[src/rtl/counter_pkg.sv]
// ---------------------------------------------------------------------------
// counter_pkg : shared width default and direction encoding for the counter
// Revision    : 1.0
// ---------------------------------------------------------------------------
`default_nettype none

package counter_pkg;

  localparam int DEFAULT_WIDTH = 3;

  typedef enum logic {
    DIR_DOWN = 1'b0,
    DIR_UP   = 1'b1
  } dir_e;

endpackage : counter_pkg

`default_nettype wire

[src/rtl/counter_next.sv]
// ---------------------------------------------------------------------------
// counter_next : next-state arithmetic and wrap detection for the counter
// Revision     : 1.0
// ---------------------------------------------------------------------------
`default_nettype none

module counter_next
  import counter_pkg::*;
#(
  parameter int WIDTH = DEFAULT_WIDTH
) (
  input  logic [WIDTH-1:0] count,
  input  dir_e             dir,
  output logic [WIDTH-1:0] next_count,
  output logic             will_wrap
);

  localparam logic [WIDTH-1:0] C_ONE      = WIDTH'(1);
  localparam logic [WIDTH-1:0] C_ALL_ONES = {WIDTH{1'b1}};
  localparam logic [WIDTH-1:0] C_ZERO     = '0;

  always_comb begin
    next_count = count;
    will_wrap  = 1'b0;
    if (dir == DIR_UP) begin
      next_count = count + C_ONE;
      will_wrap  = (count == C_ALL_ONES);
    end else begin
      next_count = count - C_ONE;
      will_wrap  = (count == C_ZERO);
    end
  end

endmodule : counter_next

`default_nettype wire

[src/rtl/three_bit_counter.sv]
// ---------------------------------------------------------------------------
// three_bit_counter : up/down wrapping counter with terminal count and wrap pulse
// Revision          : 1.0
// ---------------------------------------------------------------------------
`default_nettype none

module three_bit_counter
  import counter_pkg::*;
#(
  parameter int WIDTH       = DEFAULT_WIDTH,
  parameter int RESET_VALUE = 0
) (
  input  logic             clk,
  input  logic             rst,
  input  logic             up_down,
  output logic [WIDTH-1:0] count,
  output logic             tc,
  output logic             wrap
);

  localparam logic [WIDTH-1:0] C_RESET_VALUE = WIDTH'(RESET_VALUE);

  logic [WIDTH-1:0] r_count;
  logic             r_wrap;
  logic [WIDTH-1:0] w_next_count;
  logic             w_will_wrap;
  dir_e             w_dir;

  // Any non-1 level (including X) counts down, so the register never sees X.
  assign w_dir = (up_down === 1'b1) ? DIR_UP : DIR_DOWN;

  counter_next #(
    .WIDTH (WIDTH)
  ) u_counter_next (
    .count      (r_count),
    .dir        (w_dir),
    .next_count (w_next_count),
    .will_wrap  (w_will_wrap)
  );

  // rst is active-low and asynchronous.
  always_ff @(posedge clk or negedge rst) begin
    if (!rst) begin
      r_count <= C_RESET_VALUE;
      r_wrap  <= 1'b0;
    end else begin
      r_count <= w_next_count;
      r_wrap  <= w_will_wrap;
    end
  end

  assign count = r_count;
  assign wrap  = r_wrap;
  assign tc    = w_will_wrap;

endmodule : three_bit_counter

`default_nettype wire

[config.mk]
export PLATFORM = sky130hd
export DESIGN_NAME = three_bit_counter
export DESIGN_NICKNAME = d
export VERILOG_FILES = /design/src/rtl/counter_pkg.sv /design/src/rtl/counter_next.sv /design/src/rtl/three_bit_counter.sv
export SDC_FILE = /design/constraint.sdc
export NUM_CORES = 1
export LEC_CHECK = 0
export CORE_AREA = 2 2 39 41
export DETAILED_ROUTE_END_ITERATION = 7
export DIE_AREA = 0 0 41 43
export PLACE_DENSITY_LB_ADDON = 0.2
export SETUP_SLACK_MARGIN = 0.3
export SYNTH_ARGS = -nofsm -noshare
export SYNTH_HDL_FRONTEND = slang
export SYNTH_SLANG_ARGS = --single-unit
[constraint.sdc]
create_clock -name clk -period 1.3 [get_ports clk]
set_input_delay 0.195 -clock clk [delete_from_list [all_inputs] [get_ports clk]]
set_output_delay 0.195 -clock clk [all_outputs]
set_load 0.05 [all_outputs]
=== Yosys cells after proc, flatten, opt, wreduce, memory -nomap -nowiden ===
Cells that the tools add are included.
W data, S select, Z words.

* Bits in registers: 4
* Input port bits: 3
* Output and inout port bits: 5
* Logic and storage cells: 10

* $add $sub $neg: 2
* Equal/unequal tests: 2
* Multiplexer cells: 3
* Reduce and logical (&&, ||, !) cells: 1

{| class="wikitable"
|+ Operators with widths
! cell !! number
|-
| $add A3 B1 Y3 const B || 1
|-
| $eq A3 B3 Y1 const B || 1
|-
| $logic_not A3 Y1 || 1
|-
| $mux W3 || 1
|-
| $sub A3 B1 Y3 const B || 1
|-
| $mux W1 || 2
|-
| $eqx A1 B1 Y1 const B || 1
|}

=== Depth between registers and ports, before layout ===
Gate-level depths: netlist of the first run.

* Word-level depth: 3
* Depth in mapped cells: 3
* Depth with buffers taken out: 3

=== Modules after synthesis ===
Synthesis of the first run repeated with hierarchy kept, for this count alone.

* Cell total of the unflattened synthesis: 12
* Area, all modules: 162.7 um2

{| class="wikitable"
|+ By module, submodules not included
! module !! times used !! cells each !! area each (um2) !! sequential area each (um2)
|-
| three_bit_counter || 1 || 4 || 100.1 || 100.1
|-
| counter_next || 1 || 8 || 62.6 || 0.0
|}

=== Worst setup path after synthesis of the first run ===
No wires, ideal clock.

* Path type: reg2out
* From: register r_count[0] (netlist: count[0])
* To: output tc
* Arrival: 1,527 ps
* Data required time: 1,105 ps
* Path slack: -422 ps
* Stages on the path, launching flop included: 3
* Path buffers: 0
* Cell sequence: dfrtp_1 or4_1 nand2_1

* Word-level cells in the longest chain between the ends: 2
* Elaborated cells on any way between the ends: 3
* Those cells by class: 1 x eq/ne; 1 x mux; 1 x reduce/logical

{| class="wikitable"
|+ RTL lines
! what !! RTL line !! source
|-
| from (decl) || three_bit_counter.sv:23 || <nowiki>logic [WIDTH-1:0] r_count;</nowiki>
|-
| from (signal assigned) || three_bit_counter.sv:47 || <nowiki>r_count <= w_next_count;</nowiki>
|-
| $eq A3 B3 Y1 or $logic_not A3 Y1 (tied branches) || counter_next.sv:27, counter_next.sv:30 ||
|-
| $mux W1 (*) || counter_next.sv:25 || <nowiki>if (dir == DIR_UP) begin</nowiki>
|-
| to (decl) || three_bit_counter.sv:17 || <nowiki>output logic tc,</nowiki>
|}

Every way passes the cells marked *; elsewhere a longest branch is shown, timed or not.

=== Worst setup path after layout of the first run ===
Same ends and word-level chain as after synthesis.

==> results of run 1 <==
-- worst register-to-register path, stage by stage, from the launching register on --
cell,delay (ns)
sky130_fd_sc_hd__dfrtp_2,0.39
sky130_fd_sc_hd__buf_4,0.13
sky130_fd_sc_hd__buf_6,0.12
sky130_fd_sc_hd__fa_2,0.35
sky130_fd_sc_hd__xnor2_2,0.13
-- worst max path at each step --
| stage | from | to | slack (ns) |
|---|---|---|---|
| finish | count[0] | tc | -0.32 |
| global route | count[0] | tc | -0.36 |
| CTS | count[0] | tc | -0.33 |
| detailed placement | up_down | tc | -0.38 |
| global placement | up_down | tc | -0.38 |
| floorplan | count[1] | tc | -0.12 |
-- metrics by stage --
stage	hold WS, ns	cell area [um^2]
3_5_place_dp	0.4143	349.1
3_3_place_gp	0.4194	349.1
2_1_floorplan	-0.1006	186.4
5_1_grt	0.1763	410.4
4_1_cts	0.1640	402.9
6_report	0.1613	410.4
-- synth_stat cells --
master                    count  area share
sky130_fd_sc_hd__dfrtp_1      4        0.62
sky130_fd_sc_hd__fa_1         1        0.12
sky130_fd_sc_hd__inv_1        2       0.046
sky130_fd_sc_hd__nand2_1      1       0.023
sky130_fd_sc_hd__nand4_1      1       0.038
sky130_fd_sc_hd__or4_1        1       0.046
sky130_fd_sc_hd__xnor2_1      1       0.054
sky130_fd_sc_hd__xor2_1       1       0.054
-- per-layer routing --
layer | vias up | global-route usage | routed length [um]
met5 | - | 0 | 0
met4 | 0 | 0.02000 | 0
met3 | 0 | 0.1047 | 74
met2 | 10 | 0.08438 | 182
met1 | 70 | 0.06818 | 127
li1 | 70 | - | -
-- registers in the layout (all words and copies together), names as in the netlist --
register,cells
count,3
wrap,1
-- power breakdown --
group | internal, uW | total, uW | leakage, uW | switching (uW)
Combinational | 336 | 647 | 0.000129 | 311
Sequential | 172 | 198 | 0.0000437 | 25.1
Clock | 115 | 170 | 0.0000150 | 54.9
Total | 624 | 1010 | 0.000187 | 391
-- repair_timing --
| item | 4_1_cts | 5_1_grt |
|---|---|---|
| gates resized for setup | 5 | 1 |
| setup endpoints to repair | 7 | 7 |
| buffers inserted | 2 | 0 |
| pin swaps | 2 | 1 |
| hold buffers | 0 | 0 |
-- final cells by class --
cell class | count | area, um^2
repair buffers | 12 | 167.7
clock buffers | 4 | 26.28
well taps | 16 | 20.02
inverters | 2 | 7.507
multi-input cells | 6 | 85.08
flip-flops and latches | 4 | 103.9
fillers | 143 | 973.4
-- cells by family after synthesis --
logic type,count (synthesis)
adders and majority gates,1
DFF,4
and+or+nand+nor,3
xor gates and xnor gates,2
buffers and inverters,2
==> impl_metrics.toml, run 1 <==
[status]
status = "finished with violations"
failing_checks = "setup timing"

[clock_tree]
clk_pin_slew_ns = 0.04
clock_latency_ns = 0.24
clock-root-buffer = "sky130_fd_sc_hd__clkbuf_4"
numCtsBuffers = 3
cts.htree.levels = 1
clock_tree.buffer_depth = 2
cts_num_sinks = 4
cts_tree = "built"

[sta]
layout_worst_path_cycle_share = 1.244
worst_clock_skew_ns = 0.002744
timing.final.crit_period_ns = 1.618
final_hold_viol_count = 0
maxSlewHeadroom = 0.8340
totalNegativeSetupSlack_ns = -0.3176
timing.final.ws_setup_ns = -0.3176
worst-slew-pin-transition_ns = 0.2481
maxClockFrequency_mhz = 618.2
setup_viol_count_final = 1
slew_violations = 0
rsz0062_at_grt = "yes"

[pwr]
power.static_leakage_uw = 0.0001875
power_density_cells_nw_per_um2 = 2472
power_uw = 1014
worst_ir_drop_vdd_uv = 928.8

[cells_and_area]
layout-drive-gt1-share = 0.7143
final-instance-count-excl-fill = 44
finish.net_count = 33
postLayoutCoreUtil = 0.2966
flow.area_growth_from_synthesis_pct = 152.3
antenna-diode-count = 0
most-common-layout-cells = "sky130_fd_sc_hd__buf_12, sky130_fd_sc_hd__clkbuf_4, sky130_fd_sc_hd__dfrtp_2, sky130_fd_sc_hd__buf_6"
layout_commonest_cell = "sky130_fd_sc_hd__buf_12"

[synth]
yosys_warnings = 0
synth_top_family_by_area = "adder cells"
synthesis.area_um2 = 162.7
synth.lib_cells_used.distinct = 8
synth_adder_area_share = 0.1231
synth_area_in_compound_gates = 0
post_synth_xor_area_fraction = 0.1077
synth.ff_latch_count = 4
post_synth_mux_area_share = 0
postSynthNetCount = 16
synthesized_instance_count = 12
synth_area_per_cell_um2 = 13.55
seq_area_frac_synth = 0.6154
synth_simple_gate_area_frac = 0.1077

[die]
die_y_um = 43
start_util = 0.1175
die_width_um = 41
rows = 14
floorplan.die_area_um2 = 1763
pin_count = 8
coreArea_um2 = 1384

[global_routing]
grt_max_degree = 5
grt_usage = 0.07150
via_count_of_the_first_global_routing_pass = 168
grt_overflow = 0
antenna_found_initial = 0
grt_first_pass_wirelength_um = 717

[setup_path]
worstPathBufferInverterCount = 1
critical_path.endpoint_type = "output pin"
timing.critical_path.cells = "or4_4 > nand2_8 > buf_12"
regToRegSetupSlack_ns = 0.05
worstReg2RegEnd = "count[2]"
timing.critical_path.arrival_ns = 1.42
cp_data_required_time_ns = 1.11
highest_cell_delay_on_the_worst_timing_path_ns = 0.57
critical_path_depth = 3
critical-path-top-delay-family = "simple AND/OR/NAND/NOR gates"
setup.worst_path.class = "reg -> out"
startpoint_type = "flip-flop"
reg2regPathDepth = 4
worst-path-max-fanout = 2
library_cell_contributing_the_largest_single_delay_on_the_critical_path = "sky130_fd_sc_hd__or4_4"
timing.rr.start = "count[0]"

[placement]
buffer_ports.inserted = 7
place_congestion = 0.6496
placed_cells = 38
detailed_place_hpwl_um = 293.1
place_worst_setup_slack_ns = -0.3843

[detailed_routing]
drc = 0
drt-initial-drc-count = 0
drt_pre_antenna_iters = 1
antenna_violating_nets_post_route = 0
wl_per_cell_um = 8.705
vias_per_cell = 3.409
detailroute.via_count = 150
route.final.wire_length_um = 383

[worst_hold_path]
hp-class = "in -> async"

[job]
max_cap_check_violation_count = 0
No activity file was read; power rests on OpenSTA's default activity.
==> inputs of run 2 (changes only) <==
- CAP_MARGIN: not set -> 20
==> results of run 2 <==
The final DEF is identical to that of run 1; final timing and power are the same.
==> inputs of run 3 (changes only) <==
- CTS_BUF_LIST: not set -> sky130_fd_sc_hd__clkbuf_16
- GPL_ROUTABILITY_DRIVEN: not set -> 0
- clock period: 1.3 -> 2 ns (I/O delays scaled with it)
==> run 3 against run 2 <==
- the flow now finishes without violations
- non-clock buffer count fell by 3
- critical path type unchanged
- sequential share of layout area is 2.2 points higher
- register-to-register slack gained 0.74 ns
==> impl_metrics.toml, run 3 (synthesis results as in run 1) <==
[sta]
timing.final.crit_period_ns = 1.703
worst-slew-pin-transition_ns = 0.4996
maxClockFrequency_mhz = 587.3
final_hold_viol_count = 0
slew_violations = 0
totalNegativeSetupSlack_ns = 0
worst_clock_skew_ns = 0.002607
layout_worst_path_cycle_share = 0.8514
rsz0062_at_grt = "yes"
maxSlewHeadroom = 0.6664
hold-worst-slack_ns = 0.2860
setup_viol_count_final = 0

[setup_path]
worst-path-max-fanout = 4
worstReg2RegEnd = "count[2]"
critical_path.endpoint_type = "output pin"
setup.worst_path.class = "reg -> out"
cp_data_required_time_ns = 1.70
regToRegSetupSlack_ns = 0.79
startpoint_type = "flip-flop"
timing.rr.start = "count[0]"
timing.critical_path.arrival_ns = 1.40
reg2regPathDepth = 3

[detailed_routing]
vias_per_cell = 3.439
route.final.wire_length_um = 413
detailroute.via_count = 141
drc = 0
drt_pre_antenna_iters = 1
drt-initial-drc-count = 0
wl_per_cell_um = 10.07
antenna_violating_nets_post_route = 0

[placement]
placement.cell_area_um2 = 266.5
buffer_ports.inserted = 7

[die]
rows = 14
pin_count = 8
die_width_um = 41
die_y_um = 43
coreArea_um2 = 1384
floorplan.die_area_um2 = 1763
start_util = 0.1175

[status]
status = "completed"

[global_routing]
grt_usage = 0.06357
antenna_found_initial = 0
grt_max_degree = 5
via_count_of_the_first_global_routing_pass = 137
grt_first_pass_wirelength_um = 641
grt_overflow = 0

[clock_tree]
clock_tree.buffer_depth = 2
cts_num_sinks = 4
hold_fix_buffer_count_after_cts = 0
clock_latency_ns = 0.22
clk_pin_slew_ns = 0.03
cts_tree = "built"
cts.htree.levels = 1
numCtsBuffers = 3
clock-root-buffer = "sky130_fd_sc_hd__clkbuf_16"

[cells_and_area]
layout-drive-gt1-share = 0.3600
finish.net_count = 30
postLayoutCoreUtil = 0.2658
antenna-diode-count = 0
final_design_area_no_fill_um2 = 367.9
most-common-layout-cells = "sky130_fd_sc_hd__inv_1, sky130_fd_sc_hd__clkbuf_16, sky130_fd_sc_hd__dfrtp_1, sky130_fd_sc_hd__dlygate4sd2_1"
flow.area_growth_from_synthesis_pct = 126.2
largest_register_ffs = 3

[pwr]
power.static_leakage_uw = 0.0001715
net-switching-power_uw = 244.6
worst_ir_drop_vdd_uv = 496.7
power_report.internal_total_uw = 456.5
power_density_cells_nw_per_um2 = 1906
comb_pwr_share = 0.358
power.sequential.fraction = 0.190
p_clk_frac = 0.452
power_uw = 701.1
power_switching_share = 0.3488

[job]
max_cap_check_violation_count = 0

[worst_hold_path]
hp-class = "in -> async"
-- run 3: routing by layer --
| metal | up-vias | wire length [um] | share of wire | GRT usage |
|---|---|---|---|---|
| li1 | 63 | - | - | - |
| met1 | 70 | 201 | 0.49 | 0.07516 |
| met2 | 8 | 167 | 0.40 | 0.05625 |
| met3 | 0 | 44 | 0.11 | 0.05236 |
| met4 | 0 | 0 | 0 | 0.08000 |
| met5 | - | 0 | 0 | 0 |
-- run 3: worst max path at each step --
stage | to | start | slack (ns)
finish | tc | count[2] | 0.30
global route | tc | count[2] | 0.26
CTS | tc | count[0] | 0.28
detailed placement | tc | up_down | 0.25
global placement | tc | up_down | 0.25
floorplan | tc | count[1] | 0.31
-- run 3: what timing repair did --
| item | CTS | global route |
|---|---|---|
| pin swaps | 1 | 2 |
| setup endpoints to repair | 4 | 2 |
| buffers inserted | 1 | 1 |
| gates resized for setup | 3 | 3 |
-- run 3: per-stage QoR --
stage / cells / worst slack (ns)
detailed placement: 35 / 0.2456
global placement: 35 / 0.2508
finish: 41 / 0.2973
floorplan: 12 / 0.3118
CTS: 40 / 0.2760
global route: 41 / 0.2595
-- run 3: cell type report --
type / instances / area, um^2
clock inverters: 1 / 3.754
fillers: 142 / 1016
flip-flops and latches: 4 / 101.3
inverters: 2 / 7.507
well taps: 16 / 20.02
repair buffers: 9 / 93.84
multi-input cells: 6 / 66.31
clock buffers: 3 / 75.07
-- run 3: power by group through the flow --
stage               clock, uW  sequential (uW)  combinational, uW
floorplan                   0              225               58.4
global placement            0              134                242
detailed placement          0              135                245
CTS                       326              133                233
global route              333              135                263
finish                    317              133                251
-- run 3: critical path, stage by stage (launching register included) --
cell and delay [ns]:
sky130_fd_sc_hd__dfrtp_1 0.39, sky130_fd_sc_hd__or4_4 0.55, sky130_fd_sc_hd__nand2_4 0.10, sky130_fd_sc_hd__buf_12 0.13
